==> src/rtl/spoly_pkg.sv <==
// Shared definitions for the short-polynomial sequencer: FSM state encoding,
// ternary coefficient encodings, default geometry and the RAM-word to
// coefficient mapping.
package spoly_pkg;

    typedef enum logic [2:0] {
        ST_IDLE      = 3'd0,
        ST_LOAD      = 3'd1,
        ST_SORT_REQ  = 3'd2,
        ST_SORT_WAIT = 3'd3,
        ST_READ      = 3'd4,
        ST_EMIT      = 3'd5,
        ST_DONE      = 3'd6
    } state_e;

    // Two's complement ternary coefficients
    localparam logic [1:0] COEF_NEG  = 2'b11;
    localparam logic [1:0] COEF_ZERO = 2'b00;
    localparam logic [1:0] COEF_POS  = 2'b01;

    localparam int SPOLY_P_DEF  = 757;
    localparam int SPOLY_W_DEF  = 286;
    localparam int SPOLY_DW_DEF = 32;
    localparam int SPOLY_AW_DEF = 10;

    // Stored low bits 00/01/10 become -1/0/+1. The unused code 11 falls
    // through the same subtraction to 10 on purpose; no trap is raised.
    function automatic logic [1:0] coef_from_rdata(input logic [1:0] lo);
        return lo - 2'd1;
    endfunction

endpackage

==> src/rtl/spoly_seq_ctrl_if.sv <==
// Handshake bundle between the sequencer and its neighbours: RNG stream,
// shared coefficient RAM, external sorter and coefficient consumer.
// master = sequencer side, slave = environment side.
interface spoly_seq_ctrl_if #(
    parameter int DW = 32,
    parameter int AW = 10
);
    logic          rnd_valid;
    logic [DW-1:0] rnd_data;
    logic          rnd_ready;
    logic          mem_we;
    logic [AW-1:0] mem_addr;
    logic [DW-1:0] mem_wdata;
    logic [DW-1:0] mem_rdata;
    logic          sort_start;
    logic          sort_done;
    logic          coef_valid;
    logic [1:0]    coef_data;
    logic          coef_ready;

    modport master (
        input  rnd_valid, rnd_data, mem_rdata, sort_done, coef_ready,
        output rnd_ready, mem_we, mem_addr, mem_wdata, sort_start,
               coef_valid, coef_data
    );

    modport slave (
        output rnd_valid, rnd_data, mem_rdata, sort_done, coef_ready,
        input  rnd_ready, mem_we, mem_addr, mem_wdata, sort_start,
               coef_valid, coef_data
    );
endinterface

==> src/rtl/spoly_mask.sv <==
// Weight mask for a random word: the first W positions get bit0 cleared
// (low bits 00/10 -> nonzero coefficient), the rest get low bits forced to 01
// (zero coefficient). Purely combinational.
// Ports: idx_i word position, word_i raw random word, word_o masked word.
module spoly_mask #(
    parameter int W  = 286,
    parameter int DW = 32,
    parameter int AW = 10
) (
    input  logic [AW-1:0] idx_i,
    input  logic [DW-1:0] word_i,
    output logic [DW-1:0] word_o
);
    // W must fit in AW bits
    localparam logic [AW-1:0] W_IDX  = AW'(W);
    localparam logic [DW-1:0] CLR_B0 = ~DW'(1);
    localparam logic [DW-1:0] CLR_B1 = ~DW'(3);
    localparam logic [DW-1:0] SET_B0 = DW'(1);

    assign word_o = (idx_i < W_IDX) ? (word_i & CLR_B0)
                                    : ((word_i & CLR_B1) | SET_B0);
endmodule

==> src/rtl/spoly_seq_ctrl.sv <==
// Sequencer for weight-W ternary polynomials: loads P masked random words into
// the coefficient RAM, kicks the external sorter, then streams the sorted
// words back out as ternary coefficients (at most one per two cycles).
// Ports: clk/rst_n (async active-low), start/busy/done level control,
// bus = RNG, RAM, sorter and coefficient handshakes, weight_err optional.
// Optional feature macro: SPOLY_WEIGHT_CHECK_EN (emitted-weight check).
module spoly_seq_ctrl
    import spoly_pkg::*;
#(
    parameter int P  = SPOLY_P_DEF,
    parameter int W  = SPOLY_W_DEF,
    parameter int DW = SPOLY_DW_DEF,
    parameter int AW = SPOLY_AW_DEF
) (
    input  logic              clk,
    input  logic              rst_n,
    input  logic              start,
    output logic              busy,
    output logic              done,
    output logic              weight_err,
    spoly_seq_ctrl_if.master  bus
);
    localparam logic [AW-1:0] IDX_LAST = AW'(P - 1);

    state_e        state_q, state_d;
    logic [AW-1:0] idx_q, idx_d;
    logic [1:0]    rdata_q;
    logic          first_q;

    logic [DW-1:0] masked_word;
    logic [1:0]    coef_cur;
    logic          coef_hs;

    logic          rnd_ready_c, mem_we_c, sort_start_c, coef_valid_c;
    logic [AW-1:0] mem_addr_c;
    logic [DW-1:0] mem_wdata_c;
    logic [1:0]    coef_data_c;

    spoly_mask #(.W(W), .DW(DW), .AW(AW)) u_mask (
        .idx_i  (idx_q),
        .word_i (bus.rnd_data),
        .word_o (masked_word)
    );

    // RAM data arrives in the first EMIT cycle; it is used directly then and
    // held in rdata_q afterwards because mem_addr returns to 0 in EMIT and
    // the RAM output would otherwise move during a stall.
    assign coef_cur = coef_from_rdata(first_q ? bus.mem_rdata[1:0] : rdata_q);
    assign coef_hs  = (state_q == ST_EMIT) && bus.coef_ready;

    always_comb begin
        state_d      = state_q;
        idx_d        = idx_q;
        rnd_ready_c  = 1'b0;
        mem_we_c     = 1'b0;
        mem_addr_c   = '0;
        mem_wdata_c  = '0;
        sort_start_c = 1'b0;
        coef_valid_c = 1'b0;
        coef_data_c  = COEF_ZERO;
        busy         = (state_q != ST_IDLE);
        done         = 1'b0;
        unique case (state_q)
            ST_IDLE: begin
                if (start) begin
                    state_d = ST_LOAD;
                    idx_d   = '0;
                end
            end
            ST_LOAD: begin
                rnd_ready_c = 1'b1;
                mem_addr_c  = idx_q;
                if (bus.rnd_valid) begin
                    mem_we_c    = 1'b1;
                    mem_wdata_c = masked_word;
                    if (idx_q == IDX_LAST) state_d = ST_SORT_REQ;
                    else                   idx_d   = idx_q + AW'(1);
                end
            end
            ST_SORT_REQ: begin
                sort_start_c = 1'b1;
                state_d      = ST_SORT_WAIT;
            end
            ST_SORT_WAIT: begin
                if (bus.sort_done) begin
                    state_d = ST_READ;
                    idx_d   = '0;
                end
            end
            ST_READ: begin
                mem_addr_c = idx_q;
                state_d    = ST_EMIT;
            end
            ST_EMIT: begin
                coef_valid_c = 1'b1;
                coef_data_c  = coef_cur;
                if (bus.coef_ready) begin
                    if (idx_q == IDX_LAST) begin
                        state_d = ST_DONE;
                    end else begin
                        idx_d   = idx_q + AW'(1);
                        state_d = ST_READ;
                    end
                end
            end
            ST_DONE: begin
                done = 1'b1;
                if (!start) state_d = ST_IDLE;
            end
            default: state_d = ST_IDLE;
        endcase
    end

    always_ff @(posedge clk or negedge rst_n) begin
        if (!rst_n) begin
            state_q <= ST_IDLE;
            idx_q   <= '0;
            rdata_q <= 2'b00;
            first_q <= 1'b0;
        end else begin
            state_q <= state_d;
            idx_q   <= idx_d;
            first_q <= (state_q == ST_READ);
            if (first_q) rdata_q <= bus.mem_rdata[1:0];
        end
    end

    assign bus.rnd_ready  = rnd_ready_c;
    assign bus.mem_we     = mem_we_c;
    assign bus.mem_addr   = mem_addr_c;
    assign bus.mem_wdata  = mem_wdata_c;
    assign bus.sort_start = sort_start_c;
    assign bus.coef_valid = coef_valid_c;
    assign bus.coef_data  = coef_data_c;

`ifdef SPOLY_WEIGHT_CHECK_EN
    localparam logic [AW-1:0] W_CNT = AW'(W);

    logic [AW-1:0] wcnt_q, wcnt_d;
    logic          werr_q, werr_d;

    always_comb begin
        wcnt_d = wcnt_q;
        werr_d = werr_q;
        if (state_q == ST_IDLE && start) begin
            wcnt_d = '0;
            werr_d = 1'b0;
        end else begin
            if (coef_hs && coef_cur != COEF_ZERO) wcnt_d = wcnt_q + AW'(1);
            // Compare using the count that includes the final coefficient
            if (state_q == ST_EMIT && state_d == ST_DONE) werr_d = (wcnt_d != W_CNT);
        end
    end

    always_ff @(posedge clk or negedge rst_n) begin
        if (!rst_n) begin
            wcnt_q <= '0;
            werr_q <= 1'b0;
        end else begin
            wcnt_q <= wcnt_d;
            werr_q <= werr_d;
        end
    end

    assign weight_err = werr_q;
`else
    assign weight_err = 1'b0;
`endif

endmodule

==> src/flat_wrapper.sv <==
// flat-port wrapper written by rule: the top's interface ports become plain ports
module spoly_seq_ctrl_flat import spoly_pkg::*;
#(
    parameter int P  = SPOLY_P_DEF,
    parameter int W  = SPOLY_W_DEF,
    parameter int DW = SPOLY_DW_DEF,
    parameter int AW = SPOLY_AW_DEF
)
  (clk, rst_n, start, busy, done, weight_err, bus_rnd_valid, bus_rnd_data, bus_mem_rdata, bus_sort_done, bus_coef_ready, bus_rnd_ready, bus_mem_we, bus_mem_addr, bus_mem_wdata, bus_sort_start, bus_coef_valid, bus_coef_data);
  spoly_seq_ctrl_if #(.DW(DW), .AW(AW)) bus_i ();
  input  logic clk;
  input  logic rst_n;
  input  logic start;
  output logic busy;
  output logic done;
  output logic weight_err;
  input wire logic [$bits(bus_i.rnd_valid)-1:0] bus_rnd_valid;
  input wire logic [$bits(bus_i.rnd_data)-1:0] bus_rnd_data;
  input wire logic [$bits(bus_i.mem_rdata)-1:0] bus_mem_rdata;
  input wire logic [$bits(bus_i.sort_done)-1:0] bus_sort_done;
  input wire logic [$bits(bus_i.coef_ready)-1:0] bus_coef_ready;
  output wire logic [$bits(bus_i.rnd_ready)-1:0] bus_rnd_ready;
  output wire logic [$bits(bus_i.mem_we)-1:0] bus_mem_we;
  output wire logic [$bits(bus_i.mem_addr)-1:0] bus_mem_addr;
  output wire logic [$bits(bus_i.mem_wdata)-1:0] bus_mem_wdata;
  output wire logic [$bits(bus_i.sort_start)-1:0] bus_sort_start;
  output wire logic [$bits(bus_i.coef_valid)-1:0] bus_coef_valid;
  output wire logic [$bits(bus_i.coef_data)-1:0] bus_coef_data;
  assign bus_i.rnd_valid = bus_rnd_valid;
  assign bus_i.rnd_data = bus_rnd_data;
  assign bus_i.mem_rdata = bus_mem_rdata;
  assign bus_i.sort_done = bus_sort_done;
  assign bus_i.coef_ready = bus_coef_ready;
  assign bus_rnd_ready = bus_i.rnd_ready;
  assign bus_mem_we = bus_i.mem_we;
  assign bus_mem_addr = bus_i.mem_addr;
  assign bus_mem_wdata = bus_i.mem_wdata;
  assign bus_sort_start = bus_i.sort_start;
  assign bus_coef_valid = bus_i.coef_valid;
  assign bus_coef_data = bus_i.coef_data;
  spoly_seq_ctrl #(.P(P), .W(W), .DW(DW), .AW(AW)) u_core (.clk(clk), .rst_n(rst_n), .start(start), .busy(busy), .done(done), .weight_err(weight_err), .bus(bus_i));
endmodule
==> config.mk <==
export PLATFORM = sky130hd
export DESIGN_NAME = spoly_seq_ctrl_flat
export DESIGN_NICKNAME = d
export VERILOG_FILES = /design/src/rtl/spoly_pkg.sv /design/src/rtl/spoly_seq_ctrl_if.sv /design/src/rtl/spoly_mask.sv /design/src/rtl/spoly_seq_ctrl.sv /design/src/flat_wrapper.sv
export SDC_FILE = /design/constraint.sdc
export NUM_CORES = 1
export LEC_CHECK = 0
export BUFFER_PORTS_ARGS = -buffer_cell sky130_fd_sc_hd__buf_2
export CAP_MARGIN = 5
export CORE_MARGIN = 2
export CORE_UTILIZATION = 40
export DETAILED_ROUTE_END_ITERATION = 10
export GPL_TIMING_DRIVEN = 0
export PLACE_DENSITY_LB_ADDON = 0.2
export SYNTH_ARGS = -nofsm -noshare
export SYNTH_HDL_FRONTEND = slang
export SYNTH_SLANG_ARGS = --single-unit
==> constraint.sdc <==
create_clock -name clk -period 3.65 [get_ports clk]
set_input_delay 0.365 -clock clk [delete_from_list [all_inputs] [get_ports clk]]
set_output_delay 0.365 -clock clk [all_outputs]
set_load 0.005 [all_outputs]
# After elaboration in Yosys (flattened, before gate mapping)
# Index checks and enable logic that the tools add are counted.
# op_classes
n_reduce_logical	6
magnitude_cmp	1
addsub	2
n_eq_ne	13
n_mux	26
# ops
cell	n
32-bit 2-to-1 mux	2
10-bit 2-to-1 mux	6
10-bit one-hot mux with 4 select lines	1
3-bit one-hot mux with 7 select lines	1
3-bit 2-to-1 mux	6
10-bit by 1-bit adder with 10-bit output (second input constant)	1
10-bit == test (second input constant)	1
10-bit by 9-bit < comparator with 1-bit output (second input constant)	1
2-bit inequality test (second input constant)	5
3-bit == test (second input constant)	3
2-bit 2-to-1 mux	4
3-bit by 2-bit == test with 1-bit output (second input constant)	2
1-bit 2-to-1 mux	6
6-bit AND reduction	1
5-bit AND reduction	1
4-bit nonzero test	1
3-bit by 1-bit == test with 1-bit output (second input constant)	1
3-bit zero test	1
3-bit nonzero test	1
2-bit by 1-bit inequality test with 1-bit output (second input constant)	1
2-bit OR reduction	1
2-bit by 1-bit subtractor with 2-bit output (second input constant)	1
# word_totals
register_bits	16
out_inout_bits	51

# Depth between registers and ports, before layout
# depth
word_depth	4
ltp_mapped	7
ltp_nobuf	6

# By module
# A second synthesis with hierarchy kept.
# hier_totals
hier_cells	201
hier_area_um2	1637.8
# by_module_without_submodules
mod	cells_each	area_per_inst_um2	seq_area_each_um2	n_inst
spoly_seq_ctrl	167	1372.6	400.4	1
spoly_mask	34	265.3	0.0	1

# Least setup slack after synthesis
# OpenSTA, ideal clock, no wires.
# synth_timing
path_type	register to output
from	register u_core.state_q[0]
to	output port bus_mem_wdata[22]
arrival_ns	1.505
required_time_ns	3.285
setup_slack_ns	1.780
path_stages_with_launch	6
cell_sequence	dfrtp_1 -> buf_2 -> nor2b_1 -> and3_1 -> clkbuf_1 -> and2_1
# synth_via
elab_chain_cells	2
# synth_lines
item	line_no	rtl
from (decl)	spoly_seq_ctrl.sv:25	state_e state_q, state_d;
from (signal assigned)	spoly_seq_ctrl.sv:121	state_q <= state_d;
3-bit by 1-bit == test with 1-bit output	spoly_seq_ctrl.sv:63	unique case (state_q)
32-bit 2-to-1 mux	spoly_seq_ctrl.sv:63	
to (decl)	flat_wrapper.sv:25	output wire logic [$bits(bus_i.mem_wdata)-1:0] bus_mem_wdata;
# No other way between the ends.

# Final worst setup path
# layout_timing
from	register u_core.state_q[0]
to	output port bus_mem_wdata[27]
# Same word-level chain as after synthesis.

==> summary.md <==
| Metric | Value |
|---|---|
| Status | `complete, no violations` |
| Final Skew | `~0.0025 ns` |
| Row Count | `20` |
| Critical path type | `reg -> out` |
| Crit path DAT | `around 2.3 ns` |
| FMAX | `around 380 MHz` |
| Postcts setup bufs | `0` |
| Global route overflow | `0` |
| Synth Register Bits | `16` |
| Die Height | `about 60 um` |
| Cells along the critical path | `buf_2 > nor2b_1 > and3_1 > clkbuf_1 > and2_1 > buf_2` |
| Simple-gate share of the synthesized area | `about two fifths` |
| Seq pwr share | `around a third` |
| First-pass DRT Iterations | `4` |
| DRT iter0 DRCs | `70` |
| Fin Setup TNS | `0 ns` |
| Clk pwr share | `12.9%` |
| Slowest-stage cell, CP | `nor2b_1` |
| CP max FO | `10` |
| Placement Cell Area | `approximately 1800 um2` |
| Vias post-DR | `1551` |
| Layout cells sized above 1 | `between 40% and 50%` |
| Setup crit end kind | `primary output` |
| Final antenna-violating net count | `0` |
| Syn avg cell area | `8.24 um2` |
| CTS tree | `yes` |
| Mux contribution to synthesized area | `3.28%` |
| Initial antenna violation count | `0` |
| Largest net degree at the start of global routing | `17` |
| Max-Cap Viols | `0` |
| Worst slew margin | `approximately three fifths` |
| Initial Util | `43.0%` |
| Mapped Nets | `234` |
| Non-Filler Instances | `between 200 and 300` |
| Main combinational cell family by area after synthesis | `simple AND/OR/NAND/NOR gates` |
| Buf/Inv on CP | `3` |
| Fin area | `1880 um2` |
| Unrepaired setup endpoints after global routing | `no` |
| Net switching fraction of the power | `a little over two fifths` |
| DRC | `0` |
| Reg2reg path depth | `6` |
| TritonCTS buffer count | `3` |
| Synth Instances | `about 160` |
| Critical Path RT | `between 3 and 4 ns` |
| Post-synthesis adder-cell area fraction | `1.87%` |
| Period minus WS final | `around 2.6 ns` |
| Clk buf depth | `2` |
| Reg clk slew, reported paths | `around 0.1 ns` |
| Power Dens Cells | `about 500 nW/um2` |
| Root buf cell | `clkbuf_4` |
| Endpoints failing hold | `0` |
| Total Wirelength | `3.93 mm` |
| Period utilization | `between 70% and 80%` |
| # diodes | `0` |
| Mean number of vias per cell | `just over 5` |
| Finished Core Util | `60.5%` |
| Design Power | `around 940 uW` |
| Area Overhead vs Synth | `40.6%` |
| Max Slew Vio Count | `0` |
| Number of flops mapped to enable cells by yosys | `0` |
| Clock tree sinks | `16` |
| Design internal power | `around 540 uW` |
| Logic pwr share | `53.1%` |
| Tot GR Track Use | `20.9%` |
| Synth Area in Compound Gates | `19.0%` |
| Clock latency on the worst-skew pair | `slightly below 0.3 ns` |
| Post-Syn Area | `around 1300 um2` |
| Max stage delay on crit path | `~0.45 ns` |
| Die Span X | `approximately 60 um` |
| Wire length per cell | `between 10 and 15 um` |
| First-pass GRT wire length | `around 6 mm` |
| DIE AREA | `between 3000 and 4000 um2` |
| Lkg Pwr | `between 0.9 and 1 nW` |
| Stages on worst setup path | `6` |
| Final setup violation count | `0` |
| NetSw | `about 400 uW` |
| CP delay by family, top | `simple AND/OR/NAND/NOR gates` |
| Asr flop ratio synth | `100%` |
| Most used cell, CP | `buf_2` |
| Hold depth | `2` |
| Cells after DPL | `roughly 300` |
| Main synth FF type | `dfrtp_1` |
| Hold Crit Class | `in -> reg` |
| Count of different cell masters after synthesis | `43` |
| Post-Synth XOR/XNOR Area | `under 10%` |
| Dpl hpwl | `about 3.1 mm` |
| PortBufs | `roughly 90` |
| Vias in the first global route | `roughly 1400` |
| Core Area | `between 3000 and 4000 um2` |
| Nets | `~330` |
| IO Pins | `~120` |
| Sequential area share after synthesis | `between 20 and 30%` |
| Yosys warns | `0` |
| Maximum VDD drop | `~180 uV` |
| Worst slew pin tran | `0.569 ns` |
| # H-tree levels | `1` |
| Global placement routability congestion | `between 0.8 and 0.9` |
| Startpoint types | `flip-flop` |
-- layer usage --
metal / vias up / GRT usage, % / wire [um]
met5: - / 0 / 0
met4: 0 / 6.99 / 45
met3: 5 / 4.14 / 334
met2: 87 / 36.7 / 1930
met1: 690 / 25.6 / 1620
li1: 769 / - / -
-- synthesized netlist by cell type, types with 2 or more instances --
cell      instances  area share, %
a21oi_1           4            1.5
a22o_1            2            1.3
a31oi_1           6            2.8
and2_1           36             17
and3_1            5            2.3
buf_2             3            1.1
clkbuf_1          8            2.2
dfrtp_1          16             30
ha_1              2            1.9
inv_1             8            2.2
mux2_2            3            2.5
nand2_1           3           0.84
nand3_1           2           0.75
nand4_1           2           0.94
nand4b_1          5            3.3
nor2_1           10            2.8
nor2b_1           3            1.4
nor3_1            7            2.6
o21ai_0           5            1.9
o31a_1            3            2.0
o31ai_1           5            2.8
or3b_2            2            1.3
xnor2_1           2            1.3
-- placed cells by master (no fill, tap or decap), drive strengths merged, types with 2 or more instances in the layout --
master,count
a21oi,4
a22o,2
a31oi,6
and2,36
and3,5
buf,92
clkbuf,12
dfrtp,16
ha,2
inv,8
mux2,3
nand2,3
nand3,2
nand4,2
nand4b,5
nor2,10
nor2b,3
nor3,7
o21ai,5
o31a,3
o31ai,5
or3b,2
xnor2,2
-- final timing paths --
| check | start | slack, ns | to |
|---|---|---|---|
| setup / recovery | u_core.state_q[0] | 1.03 | bus_mem_wdata[27] |
| hold / removal | bus_mem_rdata[1] | 0.34 | u_core.rdata_q[1] |
| setup reg to reg | u_core.idx_q[1] | 1.50 | u_core.idx_q[9] |
| hold reg to reg | u_core.rdata_q[1] | 0.52 | u_core.rdata_q[1] |
| max in group asynchronous | rst_n | 2.89 | u_core.state_q[0] |
| min in group asynchronous | rst_n | 0.50 | u_core.idx_q[5] |
-- area by class of cell --
class | count | area [um2]
Buffer | 12 | 52.6
Clock buffer | 4 | 36.3
Fill cell | 303 | 1230
Inverter | 8 | 30.0
Multi-Input combinational cell | 126 | 852
Sequential cell | 16 | 400
Tap cell | 44 | 55.1
Timing Repair Buffer | 89 | 450
-- flip-flops by register name (all words and copies together), names as in the netlist --
signal / count
u_core.rdata_q: 2
u_core.state_q: 3
u_core.first_q: 1
u_core.idx_q: 10
-- logic make-up after synthesis --
kind of cell	Yosys count
buffers and inverters	20
AND/OR/NAND/NOR	82
flip-flops	16
other	1
XOR/XNOR	2
adder cells (fa/ha/maj)	2
AO/OA/AOI/OAI	35
multiplexers	4
-- through the flow --
step           hold slack, ns  worst slack, ns
2_1_floorplan          0.0694             1.78
3_3_place_gp            0.299             1.36
3_5_place_dp            0.300             1.37
4_1_cts                 0.342             1.03
5_1_grt                 0.344            0.767
6_report                0.336             1.03
-- power by group through the flow --
stage	registers, mW	clock network (mW)	logic (mW)
after global routing	0.326	0.130	0.568
after detailed placement	0.319	0	0.500
final	0.318	0.121	0.498
after global placement	0.318	0	0.490
after floorplan	0.293	0	0.313
after CTS	0.316	0.122	0.502
-- worst register-to-register path: stages (launching register included) --
cell and delay, ns:
dfrtp_1 0.47, inv_1 0.14, ha_1 0.17, nand4b_1 0.19, nor4_4 0.55, nor3_1 0.21
a221o_1 0.33
-- repair_timing --
| action | CTS | global route |
|---|---|---|
| gates resized for setup | 0 | 0 |
| hold endpoints to repair | 16 | 0 |
| setup endpoints to repair | 0 | 0 |
| hold buffers | 1 | 0 |
Power figures use the tool's default switching activity.
